<file path="src/rtl/ldpc_pkg.sv">
// Shared types and constants for the serial LDPC min-sum decoder.
package ldpc_pkg;

    // Width of the per-frame iteration counter
    localparam int unsigned ITER_W = 7;

    // Default code: 3 checks over 6 variables; row k = bits [k*6 +: 6]
    localparam int unsigned N_BITS_DEF   = 6;
    localparam int unsigned N_CHECKS_DEF = 3;
    localparam logic [N_CHECKS_DEF*N_BITS_DEF-1:0] H_MATRIX_DEF =
        {6'b110001, 6'b011010, 6'b000111};

    // Scheduler states
    typedef enum logic [2:0] {
        StIdle,
        StLoad,
        StRow,
        StCol,
        StSynd,
        StDone
    } state_e;

    // Counter width able to index n items, never below one bit
    function automatic int unsigned cnt_width(input int unsigned n);
        return (n > 1) ? $clog2(n) : 1;
    endfunction

endpackage

</file>
<file path="src/rtl/synd_chk.sv">
// Serial syndrome checker: holds the hard-decision word and walks the H rows one per cycle.
module synd_chk
    import ldpc_pkg::*;
#(
    parameter int unsigned                    N_BITS   = N_BITS_DEF,
    parameter int unsigned                    N_CHECKS = N_CHECKS_DEF,
    parameter logic [N_CHECKS*N_BITS-1:0]     H_MATRIX = H_MATRIX_DEF
) (
    input  logic              clk,
    input  logic              xrst,
    input  logic              i_load,
    input  logic [N_BITS-1:0] i_estimate,
    input  logic              i_step,
    output logic [N_BITS-1:0] o_estimate,
    output logic              o_pass,
    output logic              o_fail,
    output logic              o_last
);

    localparam int unsigned CNT_W = cnt_width(N_CHECKS);

    logic [N_BITS-1:0] est_q;
    logic [CNT_W-1:0]  cnt_q;
    logic [N_BITS-1:0] h_rows [N_CHECKS];
    logic [N_BITS-1:0] row;
    logic              parity;

    // Split the flattened H into addressable rows
    for (genvar k = 0; k < N_CHECKS; k++) begin : g_rows
        assign h_rows[k] = H_MATRIX[k*N_BITS +: N_BITS];
    end

    // Parity of the current check against the latched estimate
    always_comb begin
        row    = h_rows[cnt_q];
        parity = ^(est_q & row);
    end

    assign o_estimate = est_q;
    assign o_fail     = parity;
    assign o_pass     = ~parity;
    assign o_last     = (cnt_q == CNT_W'(N_CHECKS - 1));

    // Latch a fresh estimate (restarting at check 0) or advance to the next check
    always_ff @(posedge clk or posedge xrst) begin
        if (xrst) begin
            est_q <= '0;
            cnt_q <= '0;
        end else if (i_load) begin
            est_q <= i_estimate;
            cnt_q <= '0;
        end else if (i_step) begin
            cnt_q <= cnt_q + CNT_W'(1);
        end
    end

endmodule

</file>
<file path="src/rtl/iter_sched.sv">
// Iteration scheduler: load -> (row -> col -> syndrome)* -> result, above the datapath controller.
module iter_sched
    import ldpc_pkg::*;
#(
    parameter int unsigned                N_BITS   = N_BITS_DEF,
    parameter int unsigned                N_CHECKS = N_CHECKS_DEF,
    parameter int unsigned                MAX_ITER = 10,
    parameter logic [N_CHECKS*N_BITS-1:0] H_MATRIX = H_MATRIX_DEF
) (
    input  logic              clk,
    input  logic              xrst,
    input  logic              i_val,
    output logic              o_busy,
    output logic              o_load_start,
    input  logic              i_load_done,
    output logic              o_row_start,
    input  logic              i_row_done,
    output logic              o_col_start,
    input  logic              i_col_done,
    input  logic [N_BITS-1:0] i_estimate,
    output logic [N_BITS-1:0] o_data,
    output logic              o_val,
    output logic              o_success,
    output logic [ITER_W-1:0] o_iter
);

    localparam logic [ITER_W-1:0] MAX_ITER_W = ITER_W'(MAX_ITER);

    state_e            state_q;
    logic              col_accept;
    logic              synd_step;
    logic [N_BITS-1:0] synd_est;
    logic              synd_pass;
    logic              synd_fail;
    logic              synd_last;

    // A done pulse in the first cycle of its state (start pulse still high) is ignored
    assign col_accept = (state_q == StCol) && i_col_done && !o_col_start;
    assign synd_step  = (state_q == StSynd) && synd_pass && !synd_last;
    assign o_busy     = (state_q != StIdle);

    synd_chk #(
        .N_BITS   (N_BITS),
        .N_CHECKS (N_CHECKS),
        .H_MATRIX (H_MATRIX)
    ) u_synd_chk (
        .clk        (clk),
        .xrst       (xrst),
        .i_load     (col_accept),
        .i_estimate (i_estimate),
        .i_step     (synd_step),
        .o_estimate (synd_est),
        .o_pass     (synd_pass),
        .o_fail     (synd_fail),
        .o_last     (synd_last)
    );

    // Scheduler FSM with registered start/valid pulses and result registers
    always_ff @(posedge clk or posedge xrst) begin
        if (xrst) begin
            state_q      <= StIdle;
            o_load_start <= 1'b0;
            o_row_start  <= 1'b0;
            o_col_start  <= 1'b0;
            o_val        <= 1'b0;
            o_success    <= 1'b0;
            o_data       <= '0;
            o_iter       <= '0;
        end else begin
            o_load_start <= 1'b0;
            o_row_start  <= 1'b0;
            o_col_start  <= 1'b0;
            o_val        <= 1'b0;
            unique case (state_q)
                StIdle: begin
                    if (i_val) begin
                        state_q      <= StLoad;
                        o_load_start <= 1'b1;
                        o_iter       <= '0;
                        o_success    <= 1'b0;
                        o_data       <= '0;
                    end
                end
                StLoad: begin
                    if (i_load_done && !o_load_start) begin
                        state_q     <= StRow;
                        o_row_start <= 1'b1;
                    end
                end
                StRow: begin
                    if (i_row_done && !o_row_start) begin
                        state_q     <= StCol;
                        o_col_start <= 1'b1;
                    end
                end
                StCol: begin
                    if (col_accept) begin
                        state_q <= StSynd;
                        o_iter  <= o_iter + ITER_W'(1);
                    end
                end
                StSynd: begin
                    // First failing check ends the scan
                    if (synd_fail) begin
                        if (o_iter < MAX_ITER_W) begin
                            state_q     <= StRow;
                            o_row_start <= 1'b1;
                        end else begin
                            state_q   <= StDone;
                            o_val     <= 1'b1;
                            o_success <= 1'b0;
                            o_data    <= synd_est;
                        end
                    end else if (synd_last) begin
                        state_q   <= StDone;
                        o_val     <= 1'b1;
                        o_success <= 1'b1;
                        o_data    <= synd_est;
                    end
                end
                StDone: begin
                    state_q <= StIdle;
                end
                default: begin
                    state_q <= StIdle;
                end
            endcase
        end
    end

endmodule

</file>
<file path="config.mk">
export PLATFORM = sky130hd
export DESIGN_NAME = iter_sched
export DESIGN_NICKNAME = d
export VERILOG_FILES = /design/src/rtl/ldpc_pkg.sv /design/src/rtl/synd_chk.sv /design/src/rtl/iter_sched.sv
export SDC_FILE = /design/constraint.sdc
export NUM_CORES = 1
export LEC_CHECK = 0
export BUFFER_PORTS_ARGS = -buffer_cell sky130_fd_sc_hd__buf_2
export CAP_MARGIN = 15
export CORE_AREA = 2 2 62 64
export CTS_CLUSTER_DIAMETER = 200
export CTS_CLUSTER_SIZE = 20
export DETAILED_ROUTE_END_ITERATION = 6
export DIE_AREA = 0 0 64 66
export PLACE_DENSITY = 0.72
export SYNTH_ARGS = -nofsm -noshare
export SYNTH_HDL_FRONTEND = slang
export SYNTH_SLANG_ARGS = --single-unit
</file>
<file path="constraint.sdc">
create_clock -name clk -period 2.4 [get_ports clk]
set_clock_uncertainty 0.15 [all_clocks]
set_input_delay 0.12 -clock clk [delete_from_list [all_inputs] [get_ports clk]]
set_output_delay 0.12 -clock clk [all_outputs]
set_load 0.02 [all_outputs]
</file>
==> impl_metrics.csv <==
group,metric,value,unit
cells_and_area,layout_commonest_cell,"buf_2",
drt,drtIter0Drc,44,
synthesis,avgSynthCellArea,10.5,um2
synthesis,netlist_instances,147,
clocking,root_buffer,"clkbuf_4",
global_route,grt_pass1_vias,1190,
drt,vias_per_cell,4.86,
critical_path,slowest_stage,"dfrtp_1",
global_route,antenna_found_initial,0,
critical_path,crit_fanout,7,
drt,drt_first_pass_iters,4,
clocking,clk_latency,320,ps
critical_path,cp_cell_sequence,"inv_1 -> ha_1 -> nand2_1 -> xnor2_2 -> xnor2_2 -> buf_6 -> mux2i_2 -> nand4_4 -> mux2i_1",
clocking,path_clk_slew,90,ps
timing,setup_violations,0,
critical_path,required,2490,ps
timing,tightest_slew,462,ps
cells_and_area,area_delta_synth_final,26.4,%
cells_and_area,post-route-util,0.548,
drt,routed_wirelength,3020,um
synthesis,synth_edf_count,0,
timing,period_share,0.954,
critical_path,startpoint_type,"flip-flop",
floorplan,core_region_area,3550,um2
cells_and_area,drive_above_1_share,0.337,
status,status,"finished clean",
clocking,cts_tree,"done",
drt,drt-met1-wl,1270,um
cells_and_area,diodes,0,
timing,post-route-min-period,2290,ps
drt,postRouteAntennaNets,0,
global_route,grt_usage,0.159,
power_and_ir_drop,irDropWorstVdd,0.539,mV
synthesis,synth-seq-cells,29,
floorplan,start_util,0.433,
floorplan,ios,31,
clocking,h-tree-depth,2,
timing,whs,47.6,ps
hold_path,hold_path_class,"in -> reg",
critical_path,crit_path_max_incr_delay,400,ps
clocking,cts.sinks,29,
timing,slew_headroom,0.691,
synthesis,ys_warn_count,0,
floorplan,fp-row-count,22,
drt,wl_met2,1580,um
timing,rsz0062_at_grt,"no",
place,io_buffers,30,
timing,drv_slew,0,
drt,vias,1187,
place,hpwl,2260,um
synthesis,synth_area,1540,um2
power_and_ir_drop,power.leakage,0.000963,uW
clocking,cts.path.max_buffers,2,
critical_path,cpLargestDelayFamily,"multiplexers",
synthesis,ys_top_cells_by_area,"dfrtp_1 (47%), mux2i_1 (5.9%), mux2_2 (5.1%)",
critical_path,path_class,"reg -> reg",
cells_and_area,num-fill-cells,326,
floorplan,die_y,66,um
power_and_ir_drop,powerDensity,1330,nW/um2
drt,top_layer_used,"met4",
synthesis,yosysSeqAreaShare,0.472,
cells_and_area,nets,212,
critical_path,cpMostUsedCell,"xnor2_2",
drt,wl_met3,104,um
critical_path,timing.critical_path.buf_inv,2,
synthesis,ys_async_sr_fraction,1.00,
cells_and_area,mostFrequentLayoutCells,"buf_2 (30), dfrtp_1 (29), nand2_1 (20), nor2_1 (13), inv_1 (10)",
timing,fmax,0.437,GHz
drt,wl_per_cell,12.4,um
synthesis,synthFlopType,"dfrtp_1",
floorplan,chipWidth,64,um
synthesis,netlist-cell-type-count,37,
synthesis,syn_nets,163,
global_route,grt_max_degree,30,
critical_path,critPathArrivalTime,2380,ps
clocking,cts_buffers,5,
run,maxCapViolCount,0,
timing,finalHoldViolations,0,
drt,drc_errors,0,
place,globalplace.congestion,0.804,
synthesis,yosysTopAreaCell,"dfrtp_1",
floorplan,die_area,4220,um2
critical_path,worstSetupEndpointType,"flip-flop",
global_route,grt_overflow,0,
synthesis,yosys.area.top_type_share,0.472,
global_route,grt_pass1_wl,5130,um
routing by layer:
metal,track usage,vias to the layer above
met5,0,-
met4,0.0652,0
met3,0.0460,5
met2,0.277,22
met1,0.183,571
li1,-,589
where the power goes:
part	switching (uW)	total [uW]	internal, uW
clock network	156	294	138
logic	725	1480	754
registers	169	808	639
synthesized netlist by cell type (2+ instances only):
master and count:
dfrtp_1 29, nand2_1 20, nor2_1 13, inv_1 10
mux2i_1 9, mux2_2 7, ha_1 4, nor3_1 4
a21oi_1 3, buf_2 3, nand2b_1 3, nand4_1 3
nor2b_1 3, o21ai_0 3, or3_1 3, xnor2_2 3
xor2_1 3, clkbuf_1 2, nor2_2 2, nor3b_1 2
xnor2_1 2
worst register-to-register path, stage by stage, from the launching register on:
cell and delay (ps):
dfrtp_1 400, inv_1 80, ha_1 290, nand2_1 90, xnor2_2 200, xnor2_2 130
buf_6 140, mux2i_2 300, nand4_4 220, mux2i_1 220
cell type report:
class                      instances  area [um2]  share of cell area
sequential                        29         726               0.373
timing repair buffer              47         305               0.157
clock buffer                       7        55.1              0.0283
multi-input combinational        103         762               0.392
tap                               48        60.1              0.0309
inverter                          10        37.5              0.0193
stage by stage:
stage	TNS (ps)	std cells	setup slack [ps]	power [uW]	cell area, um2
6_report	0	244	111	2580	1950
5_1_grt	0	244	3.51	2750	1950
4_1_cts	0	242	41.9	2520	1910
3_5_place_dp	-495	224	-80.1	2110	1760
3_3_place_gp	0	224	92.0	2030	1760
2_1_floorplan	0	147	161	1830	1540
path summary, 6_finish.rpt:
path | endpoint | startpoint | cells past startpoint | slack, ps
setup / recovery | o_data[2] | u_synd_chk.cnt_q[1] | 9 | 110
hold / removal | o_load_start | i_val | 4 | 50
setup reg to reg | o_data[2] | u_synd_chk.cnt_q[1] | 9 | 110
hold reg to reg | o_success | o_success | 1 | 350
max in group asynchronous | o_iter[2] | xrst | 4 | 1560
min in group asynchronous | o_col_start | xrst | 4 | 260
flip-flops by register name, indices dropped and copies added, names as in the netlist:
register and flops:
o_row_start 1, state_q 3, o_load_start 1, u_synd_chk.cnt_q 2, o_data 6, o_iter 7
o_success 1, u_synd_chk.o_estimate 6, o_col_start 1, o_val 1
kinds of logic after synthesis:
| group | count (synthesis) | synth area share |
|---|---|---|
| and+or+nand+nor | 60 | 0.207 |
| DFF | 29 | 0.472 |
| muxes | 18 | 0.133 |
| buffers and inverters | 15 | 0.0390 |
| AOI/OAI and AO/OA | 13 | 0.0561 |
| xor gates and xnor gates | 8 | 0.0602 |
| adders and majority gates | 4 | 0.0325 |
timing repair:
item                                    in CTS  in global routing
resized for setup                            0                  4
hold endpoints to repair                    36                  0
buffers inserted                             3                  2
hold buffers                                 8                  0
pin swaps                                    1                  3
endpoints found under the setup margin       7                  9
No activity file was read; power rests on OpenSTA's default activity.
